File: src/rtl/avalon_sdot_master_if.sv
// Avalon-MM bus between the sdot master and the accelerator slave.
// The master drives the command side; the slave drives read data and the stall.
interface avalon_sdot_master_if;
  logic [7:0]  avm_address;
  logic [31:0] avm_writedata;
  logic        avm_write;
  logic        avm_read;
  logic        avm_chipselect;
  logic [31:0] avm_readdata;
  logic        avm_waitrequest;

  modport master (
    output avm_address, avm_writedata, avm_write, avm_read, avm_chipselect,
    input  avm_readdata, avm_waitrequest
  );

  modport slave (
    input  avm_address, avm_writedata, avm_write, avm_read, avm_chipselect,
    output avm_readdata, avm_waitrequest
  );
endinterface

File: src/rtl/avalon_sdot_master.sv
// Avalon-MM master for the sdot accelerator: streams X then Y into the slave,
// kicks it, polls the status register, then fetches and presents the FP32 result.
module avalon_sdot_master #(
  parameter int unsigned VEC_LEN     = 96,
  parameter int unsigned Y_BASE      = 96,
  parameter int unsigned START_ADDR  = 255,
  parameter int unsigned RESULT_ADDR = 254,
  parameter int unsigned POLL_GAP    = 4,
  parameter int unsigned TIMEOUT     = 4096
) (
  input  logic        clk,
  input  logic        reset_n,
  input  logic        start,
  output logic        busy,
  input  logic [31:0] in_data,
  input  logic        in_valid,
  output logic        in_ready,
  output logic [31:0] result,
  output logic        done,
  output logic        error,
  avalon_sdot_master_if.master avm
);
  localparam int unsigned NWORDS = 2 * VEC_LEN;
  localparam int unsigned IDX_W  = $clog2(NWORDS) + 1;
  localparam int unsigned POLL_W = $clog2(TIMEOUT + 1);
  localparam int unsigned GAP_W  = (POLL_GAP > 1) ? $clog2(POLL_GAP) : 1;

  localparam logic [IDX_W-1:0]  LAST_IDX  = IDX_W'(NWORDS - 1);
  localparam logic [IDX_W-1:0]  NWORDS_W  = IDX_W'(NWORDS);
  localparam logic [POLL_W-1:0] TIMEOUT_W = POLL_W'(TIMEOUT);
  localparam logic [GAP_W-1:0]  GAP_LAST  = GAP_W'((POLL_GAP > 0) ? POLL_GAP - 1 : 0);
  localparam logic [7:0]        START_A   = 8'(START_ADDR);
  localparam logic [7:0]        RESULT_A  = 8'(RESULT_ADDR);

  typedef enum logic [3:0] {
    S_IDLE, S_LOAD, S_KICK, S_GAP, S_POLL, S_PCHK, S_FETCH, S_CAP, S_ERR
  } state_t;

  state_t            state_q;
  logic [IDX_W-1:0]  idx_q;
  logic [POLL_W-1:0] polls_q;
  logic [GAP_W-1:0]  gap_q;
  logic              busy_q, done_q, error_q;
  logic              wr_q, rd_q;
  logic [7:0]        addr_q;
  logic [31:0]       wdata_q, result_q;

  logic             accepted;
  logic [IDX_W-1:0] next_word;

  function automatic logic [7:0] word_addr(input logic [IDX_W-1:0] w);
    if (32'(w) < VEC_LEN) return 8'(w);
    return 8'(Y_BASE + 32'(w) - VEC_LEN);
  endfunction

  assign accepted  = (wr_q | rd_q) & ~avm.avm_waitrequest;
  // A write being accepted this cycle frees the command slot, so streaming runs one word per cycle.
  assign next_word = wr_q ? idx_q + IDX_W'(1) : idx_q;
  assign in_ready  = (state_q == S_LOAD) && (!wr_q || !avm.avm_waitrequest) && (next_word < NWORDS_W);

  // NOTE: state lives in one always_ff with non-blocking assignments only, so every
  // read in this block sees the pre-edge value and later assignments win cleanly.
  always_ff @(posedge clk or negedge reset_n) begin
    if (!reset_n) begin
      state_q  <= S_IDLE;
      idx_q    <= '0;
      polls_q  <= '0;
      gap_q    <= '0;
      busy_q   <= 1'b0;
      done_q   <= 1'b0;
      error_q  <= 1'b0;
      wr_q     <= 1'b0;
      rd_q     <= 1'b0;
      addr_q   <= '0;
      wdata_q  <= '0;
      result_q <= '0;
    end else begin
      done_q  <= 1'b0;
      error_q <= 1'b0;
      if (accepted) begin
        wr_q <= 1'b0;
        rd_q <= 1'b0;
      end

      case (state_q)
        S_IDLE: begin
          // A start coinciding with the done/error pulse belongs to the job just finished.
          if (start && !done_q && !error_q) begin
            state_q <= S_LOAD;
            busy_q  <= 1'b1;
            idx_q   <= '0;
          end
        end
        S_LOAD: begin
          if (wr_q && accepted) idx_q <= idx_q + IDX_W'(1);
          if (in_valid && in_ready) begin
            wr_q    <= 1'b1;
            addr_q  <= word_addr(next_word);
            wdata_q <= in_data;
          end else if (wr_q && accepted && idx_q == LAST_IDX) begin
            wr_q    <= 1'b1;
            addr_q  <= START_A;
            wdata_q <= 32'd1;
            state_q <= S_KICK;
          end
        end
        S_KICK: begin
          if (accepted) begin
            polls_q <= '0;
            if (POLL_GAP == 0) begin
              rd_q    <= 1'b1;
              addr_q  <= START_A;
              state_q <= S_POLL;
            end else begin
              gap_q   <= '0;
              state_q <= S_GAP;
            end
          end
        end
        S_GAP: begin
          if (gap_q == GAP_LAST) begin
            rd_q    <= 1'b1;
            addr_q  <= START_A;
            state_q <= S_POLL;
          end else begin
            gap_q <= gap_q + GAP_W'(1);
          end
        end
        S_POLL: begin
          if (accepted) begin
            if (polls_q != TIMEOUT_W) polls_q <= polls_q + POLL_W'(1);
            state_q <= S_PCHK;
          end
        end
        S_PCHK: begin
          if (avm.avm_readdata == '0) begin
            rd_q    <= 1'b1;
            addr_q  <= RESULT_A;
            state_q <= S_FETCH;
          end else if (polls_q == TIMEOUT_W) begin
            state_q <= S_ERR;
          end else if (POLL_GAP == 0) begin
            rd_q    <= 1'b1;
            addr_q  <= START_A;
            state_q <= S_POLL;
          end else begin
            gap_q   <= '0;
            state_q <= S_GAP;
          end
        end
        S_FETCH: begin
          if (accepted) state_q <= S_CAP;
        end
        S_CAP: begin
          result_q <= avm.avm_readdata;
          done_q   <= 1'b1;
          busy_q   <= 1'b0;
          state_q  <= S_IDLE;
        end
        S_ERR: begin
          error_q <= 1'b1;
          busy_q  <= 1'b0;
          state_q <= S_IDLE;
        end
        default: state_q <= S_IDLE;
      endcase
    end
  end

  assign busy   = busy_q;
  assign done   = done_q;
  assign error  = error_q;
  assign result = result_q;

  assign avm.avm_address    = addr_q;
  assign avm.avm_writedata  = wdata_q;
  assign avm.avm_write      = wr_q;
  assign avm.avm_read       = rd_q;
  assign avm.avm_chipselect = wr_q | rd_q;
endmodule

File: src/flat_wrapper.sv
// flat-port wrapper written by rule: the top's interface ports become plain ports
module avalon_sdot_master_flat 
#(
  parameter int unsigned VEC_LEN     = 96,
  parameter int unsigned Y_BASE      = 96,
  parameter int unsigned START_ADDR  = 255,
  parameter int unsigned RESULT_ADDR = 254,
  parameter int unsigned POLL_GAP    = 4,
  parameter int unsigned TIMEOUT     = 4096
)
  (clk, reset_n, start, busy, in_data, in_valid, in_ready, result, done, error, avm_avm_address, avm_avm_writedata, avm_avm_write, avm_avm_read, avm_avm_chipselect, avm_avm_readdata, avm_avm_waitrequest);
  avalon_sdot_master_if avm_i ();
  input  logic clk;
  input  logic reset_n;
  input  logic start;
  output logic busy;
  input  logic [31:0] in_data;
  input  logic in_valid;
  output logic in_ready;
  output logic [31:0] result;
  output logic done;
  output logic error;
  output wire logic [$bits(avm_i.avm_address)-1:0] avm_avm_address;
  output wire logic [$bits(avm_i.avm_writedata)-1:0] avm_avm_writedata;
  output wire logic [$bits(avm_i.avm_write)-1:0] avm_avm_write;
  output wire logic [$bits(avm_i.avm_read)-1:0] avm_avm_read;
  output wire logic [$bits(avm_i.avm_chipselect)-1:0] avm_avm_chipselect;
  input wire logic [$bits(avm_i.avm_readdata)-1:0] avm_avm_readdata;
  input wire logic [$bits(avm_i.avm_waitrequest)-1:0] avm_avm_waitrequest;
  assign avm_avm_address = avm_i.avm_address;
  assign avm_avm_writedata = avm_i.avm_writedata;
  assign avm_avm_write = avm_i.avm_write;
  assign avm_avm_read = avm_i.avm_read;
  assign avm_avm_chipselect = avm_i.avm_chipselect;
  assign avm_i.avm_readdata = avm_avm_readdata;
  assign avm_i.avm_waitrequest = avm_avm_waitrequest;
  avalon_sdot_master #(.VEC_LEN(VEC_LEN), .Y_BASE(Y_BASE), .START_ADDR(START_ADDR), .RESULT_ADDR(RESULT_ADDR), .POLL_GAP(POLL_GAP), .TIMEOUT(TIMEOUT)) u_core (.clk(clk), .reset_n(reset_n), .start(start), .busy(busy), .in_data(in_data), .in_valid(in_valid), .in_ready(in_ready), .result(result), .done(done), .error(error), .avm(avm_i));
endmodule
File: config.mk
export PLATFORM = sky130hd
export DESIGN_NAME = avalon_sdot_master_flat
export DESIGN_NICKNAME = d
export VERILOG_FILES = /design/src/rtl/avalon_sdot_master_if.sv /design/src/rtl/avalon_sdot_master.sv /design/src/flat_wrapper.sv
export SDC_FILE = /design/constraint.sdc
export NUM_CORES = 1
export LEC_CHECK = 0
export ABC_AREA = 0
export BUFFER_PORTS_ARGS = -buffer_cell sky130_fd_sc_hd__buf_2
export CORE_ASPECT_RATIO = 0.9
export CORE_MARGIN = 1
export CORE_UTILIZATION = 40
export CTS_BUF_LIST = sky130_fd_sc_hd__clkbuf_4 sky130_fd_sc_hd__clkbuf_8 sky130_fd_sc_hd__clkbuf_16
export DETAILED_ROUTE_END_ITERATION = 6
export SLEW_MARGIN = 20
export SYNTH_ARGS = -nofsm -noshare
export SYNTH_HDL_FRONTEND = slang
export SYNTH_SLANG_ARGS = --single-unit
File: constraint.sdc
create_clock -name clk -period 7 [get_ports clk]
set_input_delay 0.35 -clock clk [delete_from_list [all_inputs] [get_ports clk]]
set_output_delay 0.35 -clock clk [all_outputs]
set_load 0.05 [all_outputs]
* Yosys cells after proc, flatten, opt, wreduce, memory -nomap -nowiden *
Cells that the tools add are included.

storage, ports and cells
  flip-flop bits (word level) = 105
  bits of input ports = 69
  output and inout port bits = 79
  word-level logic and storage cells = 123

cells by class
  $add $sub $neg = 5
  $lt $le $gt $ge = 2
  equal/unequal tests = 26
  muxes and demuxes = 47
  bitwise operators = 3
  reduce and logical (&&, ||, !) cells = 28

operators with widths
  kind                   number
  $mux 32                2
  $mux 8                 6
  $mux 13                3
  $mux 4                 9
  $logic_not 32->1       1
  $pmux 4 s7             1
  $mux 9                 3
  $pmux 13 s2            1
  $pmux 8 s3             1
  $pmux 9 s2             1
  $eq 4x3->1 const B     4
  $ne 2x1->1 const B     7
  $add 13x1->13 const B  1
  $eq 13x13->1 const B   1
  $mux 1                 13
  $ne 13x13->1 const B   1
  $ne 2x2->1 const B     6
  $add 9x1->9 const B    1
  $eq 9x8->1 const B     1
  $lt 9x7->1 const B     1
  $lt 9x8->1 const B     1
  $add 7x8->8 const A    1
  $eq 4x2->1 const B     2
  $mux 2                 4
  23 further kinds       39

* Depth between registers and ports, before layout *
  depth in word-level cells = 10
  gate-level depth with buffers = 10
  mapped depth without buffers = 8

* Worst setup path after synthesis *
OpenSTA, ideal clock, no wires.

  kind = reg-to-reg
  start = register u_core.idx_q[1]
  end = register u_core.addr_q[0], in the netlist u_core.avm.avm_address[0]
  library setup time = 0.125 ns
  arrival time = 2.201 ns
  required time = 6.875 ns
  setup slack = 4.674 ns
  cell stages (with the launch flop) = 9
  buffers on the path = 2
  clock period less this slack = 2.326 ns
  cell sequence = dfrtp_1 > ha_1 > buf_2 > and3_1 > nand3_1 > o41ai_1 > o221a_4 > buf_6 > mux2_4

between the ends
  longest elaborated chain between the ends = 9
  elaborated cells on any way between the ends = 16
  those cells by class = add/sub: 1; order compare: 2; eq/ne: 2; mux: 7; reduce/logical: 4

ends and longest elaborated chain
  item                    line                      text
  start, declared         avalon_sdot_master.sv:40  logic [IDX_W-1:0] idx_q;
  start signal, assigned  avalon_sdot_master.sv:95  if (wr_q && accepted) idx_q <= idx_q + IDX_W'(1);
  $add 9x1->9             avalon_sdot_master.sv:58  assign next_word = wr_q ? idx_q + IDX_W'(1) : idx_q;
  $mux 9                  avalon_sdot_master.sv:58
  $lt 9x7->1              avalon_sdot_master.sv:52  if (32'(w) < VEC_LEN) return 8'(w);
  $mux 1                  avalon_sdot_master.sv:52
  $mux 1                  avalon_sdot_master.sv:96  if (in_valid && in_ready) begin
  $mux 1                  avalon_sdot_master.sv:85  case (state_q)
  $mux 8                  avalon_sdot_master.sv:53  return 8'(Y_BASE + 32'(w) - VEC_LEN);
  $mux 8                  avalon_sdot_master.sv:96
  $pmux 8 s3              avalon_sdot_master.sv:85
  end signal, assigned    avalon_sdot_master.sv:98  addr_q <= word_addr(next_word);
  end, declared           avalon_sdot_master.sv:45  logic [7:0] addr_q;

Several ways; a longest one is shown, not always the timed one. The select of a mux whose other input is x is not followed.
A chain may end at the register's enable or synchronous reset.

* Final worst setup path *
  start = register u_core.idx_q[0]
  end = register u_core.addr_q[0], in the netlist u_core.avm.avm_address[0]

between the ends
  longest elaborated chain between the ends = 9
  elaborated cells on any way between the ends = 19
  those cells by class = add/sub: 3; order compare: 2; eq/ne: 2; mux: 8; reduce/logical: 4

ends and longest elaborated chain
  item
  parallel branches: the longest is 9 deep, another holds $add 9x1->9

Several ways; the timed one is not identified. The select of a mux whose other input is x is not followed.

==> impl_metrics.toml <==
[run_status]
status = "finished, final reports clean"

[global_route]
grt_max_degree = 67
grt.met1_usage_pct = 27.25
top_usage_layer = "met2"
use_met3_pct = 6.169
grtUsageTotal_pct = 19.19
use_met2_pct = 28.40
first_global_vias = 3800
grt_pass1_wl_mm = 19.14
grt-ovfl-total = 0
antenna_found_initial = 0

[synthesis]
yosys_warnings = 0
syn_nets = 557
yosysSeqAreaShare_pct = 54.86
syn_inst = 484
syn_area_mm2 = 0.004790
syn_area_per_cell_um2 = 9.896
synth-async-reset-ratio_pct = 100.0
synth_ff_type = "dfrtp_1"
synth_edf_count = 0
yosysUniqueCellTypes = 53
synth-seq-cells = 105

[power_and_ir_drop]
power_leakage_nw = 2.956
p_per_area_mw_per_mm2 = 521.1
pwr-share-clk_pct = 19.9
switchingPower_w = 0.001498
seqPwrFrac_pct = 31.8
p_int_w = 0.001619
ir_drop_mv = 0.2492
pwr-share-comb_pct = 48.2
switching_share_pct = 48.06

[floorplan]
die_h_um = 105.8
start_util_pct = 41.55
rows = 37
io_pins = 148
die_x_um = 117.3
die-area_mm2 = 0.01242
core_mm2 = 0.01153

[critical_path]
worstPathArrival_ps = 3070
crit_path_max_fanout = 41
crit_path_end_kind = "register"
cp.required_ps = 7230
start_kind = "register"
crit_type = "reg2reg"

[sta]
fmax_mhz = 351.7
slew_headroom_pct = 27.88
tns_ps = 0
finalSetupViolations = 0
fin_crit_sh_pct = 40.62
clock_skew_ps = 5.951
period_needed_ps = 2843
rsz0062_at_grt = "no"
finalHoldViolations = 0
tightest_slew_ps = 1079
finalMaxSlewViolations = 0

[clock_tree]
cts.path.max_buffers = 2
tritoncts = "built"
worstSkewPairLatency_ps = 340
path_clk_slew_ps = 70
htreeDepth = 3
cts_made_buffers = 9
root_buffer = "clkbuf_16"
cts.sinks = 105

[detailed_routing]
vias = 4028
drt-wirelength-per-cell_um = 14.88
wl_mm = 11.55
drt-initial-drc-count = 218
first_pass_iters = 4
via_per_inst = 5.191
antenna_left = 0
drc = 0

[worst_hold_path]
hold_path.class = "in2reg"

[run]
drv_cap = 0

[placed_design]
place_area_mm2 = 0.005595
hpwl_mm = 7.956
place.gp.congestion = 0.8241
io_buffers = 147

[finish]
postLayoutCellArea_mm2 = 0.005981
antenna_cells = 0
nets = 688
layout-drive-gt1-share_pct = 27.90
nFillCells = 1030
area_growth_pct = 24.87
-- power groups by stage --
stage                     registers, W  clock network (W)  logic, W
after floorplan                0.00169                  0  0.000467
after global placement        0.000992                  0   0.00150
after detailed placement      0.000995                  0   0.00152
after CTS                     0.000992           0.000638   0.00152
after global routing           0.00102           0.000660   0.00160
final                         0.000992           0.000621   0.00150
-- layout make-up --
type | instances | area, um2 | area share (%)
timing repair buffer | 150 | 763.2 | 12.76
multi-input combinational | 337 | 1974 | 33.01
sequential | 105 | 2628 | 43.93
inverter | 12 | 45.04 | 0.7531
clock inverter | 6 | 136.4 | 2.280
tap | 156 | 195.2 | 3.264
clock buffer | 10 | 239.0 | 3.996
-- cells in the final DEF, fill, tap and decap left out, types with 4 or more instances in the layout --
cell       count
o21ai_0       22
mux2i_1        5
nor2b_1        5
a22o_1        31
buf_2        146
xnor2_1        8
nor3_1         8
nand2b_1       7
nor4_1        16
xor2_1         6
nand4_1       10
nand2_1      115
nor2_1        24
clkbuf_16      9
a2bb2oi_1      6
dfrtp_1      105
nand3_1       16
o31ai_1        7
a31oi_1        5
and3_1         4
inv_1         12
bufinv_16      4
ha_1           4
-- kinds of logic (layout without fill, tap and decap cells) --
logic type / Yosys count / in the layout / synth area share [%]
buffers and inverters: 42 / 178 / 3.918
muxes: 6 / 6 / 1.358
AOI/OAI and AO/OA: 95 / 95 / 15.02
xor gates and xnor gates: 14 / 14 / 2.560
DFF: 105 / 105 / 54.86
adders and majority gates: 4 / 4 / 1.045
and+or+nand+nor: 218 / 218 / 21.24
-- what timing repair did --
| action | in CTS | in global routing |
|---|---|---|
| resized for setup | 0 | 0 |
| setup endpoints to repair | 0 | 0 |
| hold buffers | 1 | 0 |
| hold endpoints to repair | 5 | 0 |
| buffers inserted | 0 | 0 |
-- through the flow --
stage | cells | worst slack (ps) | hold WS (ps) | util (%) | power [W]
finish | 776 | 4157 | 208.0 | 51.88 | 0.003116
global route | 776 | 3827 | 200.2 | 51.88 | 0.003281
CTS | 776 | 4161 | 197.6 | 51.88 | 0.003145
detailed placement | 759 | 4154 | 365.6 | 48.54 | 0.002510
global placement | 759 | 4214 | 364.5 | 48.54 | 0.002494
floorplan | 484 | 4674 | 54.41 | - | 0.002158
-- flip-flops by register name, summed over array words and instances (netlist names) --
| signal | count |
|---|---|
| u_core.busy | 1 |
| u_core.idx_q | 9 |
| u_core.polls_q | 13 |
| u_core.result | 32 |
| u_core.avm.avm_writedata | 32 |
| u_core.done | 1 |
| u_core.error | 1 |
| u_core.avm.avm_write | 1 |
| u_core.avm.avm_read | 1 |
| u_core.avm.avm_address | 8 |
| u_core.state_q | 4 |
| u_core.gap_q | 2 |
-- metal layers --
metal	routed length, um	part of all wire, %
met2	4965	43
met4	104	0.90
met1	5694	49
met5	0	0
met3	784	6.8
-- worst max-delay path: stages, from the launching register on --
cell and delay, ps:
dfrtp_1 490, ha_1 390, nand3_2 140, nor4_1 290, o31a_1 240, and3_4 520
o221a_4 330, mux2_4 310
-- synth_stat cells, types with 2 or more instances --
| cell | count | area share, % |
|---|---|---|
| nor2b_1 | 5 | 0.65 |
| a2bb2oi_1 | 6 | 1.1 |
| buf_2 | 11 | 1.1 |
| xor2_1 | 6 | 1.1 |
| mux2i_1 | 5 | 1.0 |
| o21a_1 | 2 | 0.31 |
| and3_1 | 4 | 0.52 |
| a32o_1 | 3 | 0.63 |
| nor4_1 | 16 | 2.1 |
| and2_1 | 3 | 0.39 |
| nand4_1 | 10 | 1.3 |
| dfrtp_1 | 105 | 55 |
| nor2_1 | 24 | 1.9 |
| o41ai_1 | 2 | 0.37 |
| ha_1 | 4 | 1.0 |
| nand3_1 | 16 | 1.7 |
| o31ai_1 | 7 | 1.1 |
| nand2b_1 | 7 | 0.91 |
| nand2_1 | 115 | 9.0 |
| o21ai_0 | 22 | 2.3 |
| nor4b_1 | 3 | 0.55 |
| inv_1 | 12 | 0.94 |
| nor3_1 | 8 | 0.84 |
| a22o_1 | 31 | 5.7 |
| a21oi_1 | 3 | 0.31 |
| clkbuf_1 | 15 | 1.2 |
| a31oi_1 | 5 | 0.65 |
| xnor2_1 | 8 | 1.5 |
| buf_6 | 2 | 0.47 |
-- final timing paths --
kind | slack, ps | from | cells past startpoint | to
hold reg to reg | 470 | u_core.result[3]$_DFFE_PN0P_ | 2 | u_core.result[3]$_DFFE_PN0P_
max in group asynchronous | 5260 | reset_n | 3 | u_core.avm.avm_writedata[7]$_DFFE_PN0P_
min in group asynchronous | 540 | reset_n | 2 | u_core.idx_q[2]$_DFFE_PN0P_
hold / removal | 210 | avm_avm_readdata[8] | 3 | u_core.result[8]$_DFFE_PN0P_
setup reg to reg | 4160 | u_core.idx_q[0]$_DFFE_PN0P_ | 7 | u_core.avm.avm_address[0]$_DFFE_PN0P_
setup / recovery | 4160 | u_core.idx_q[0]$_DFFE_PN0P_ | 7 | u_core.avm.avm_address[0]$_DFFE_PN0P_
(Power assumes the default switching activity.)
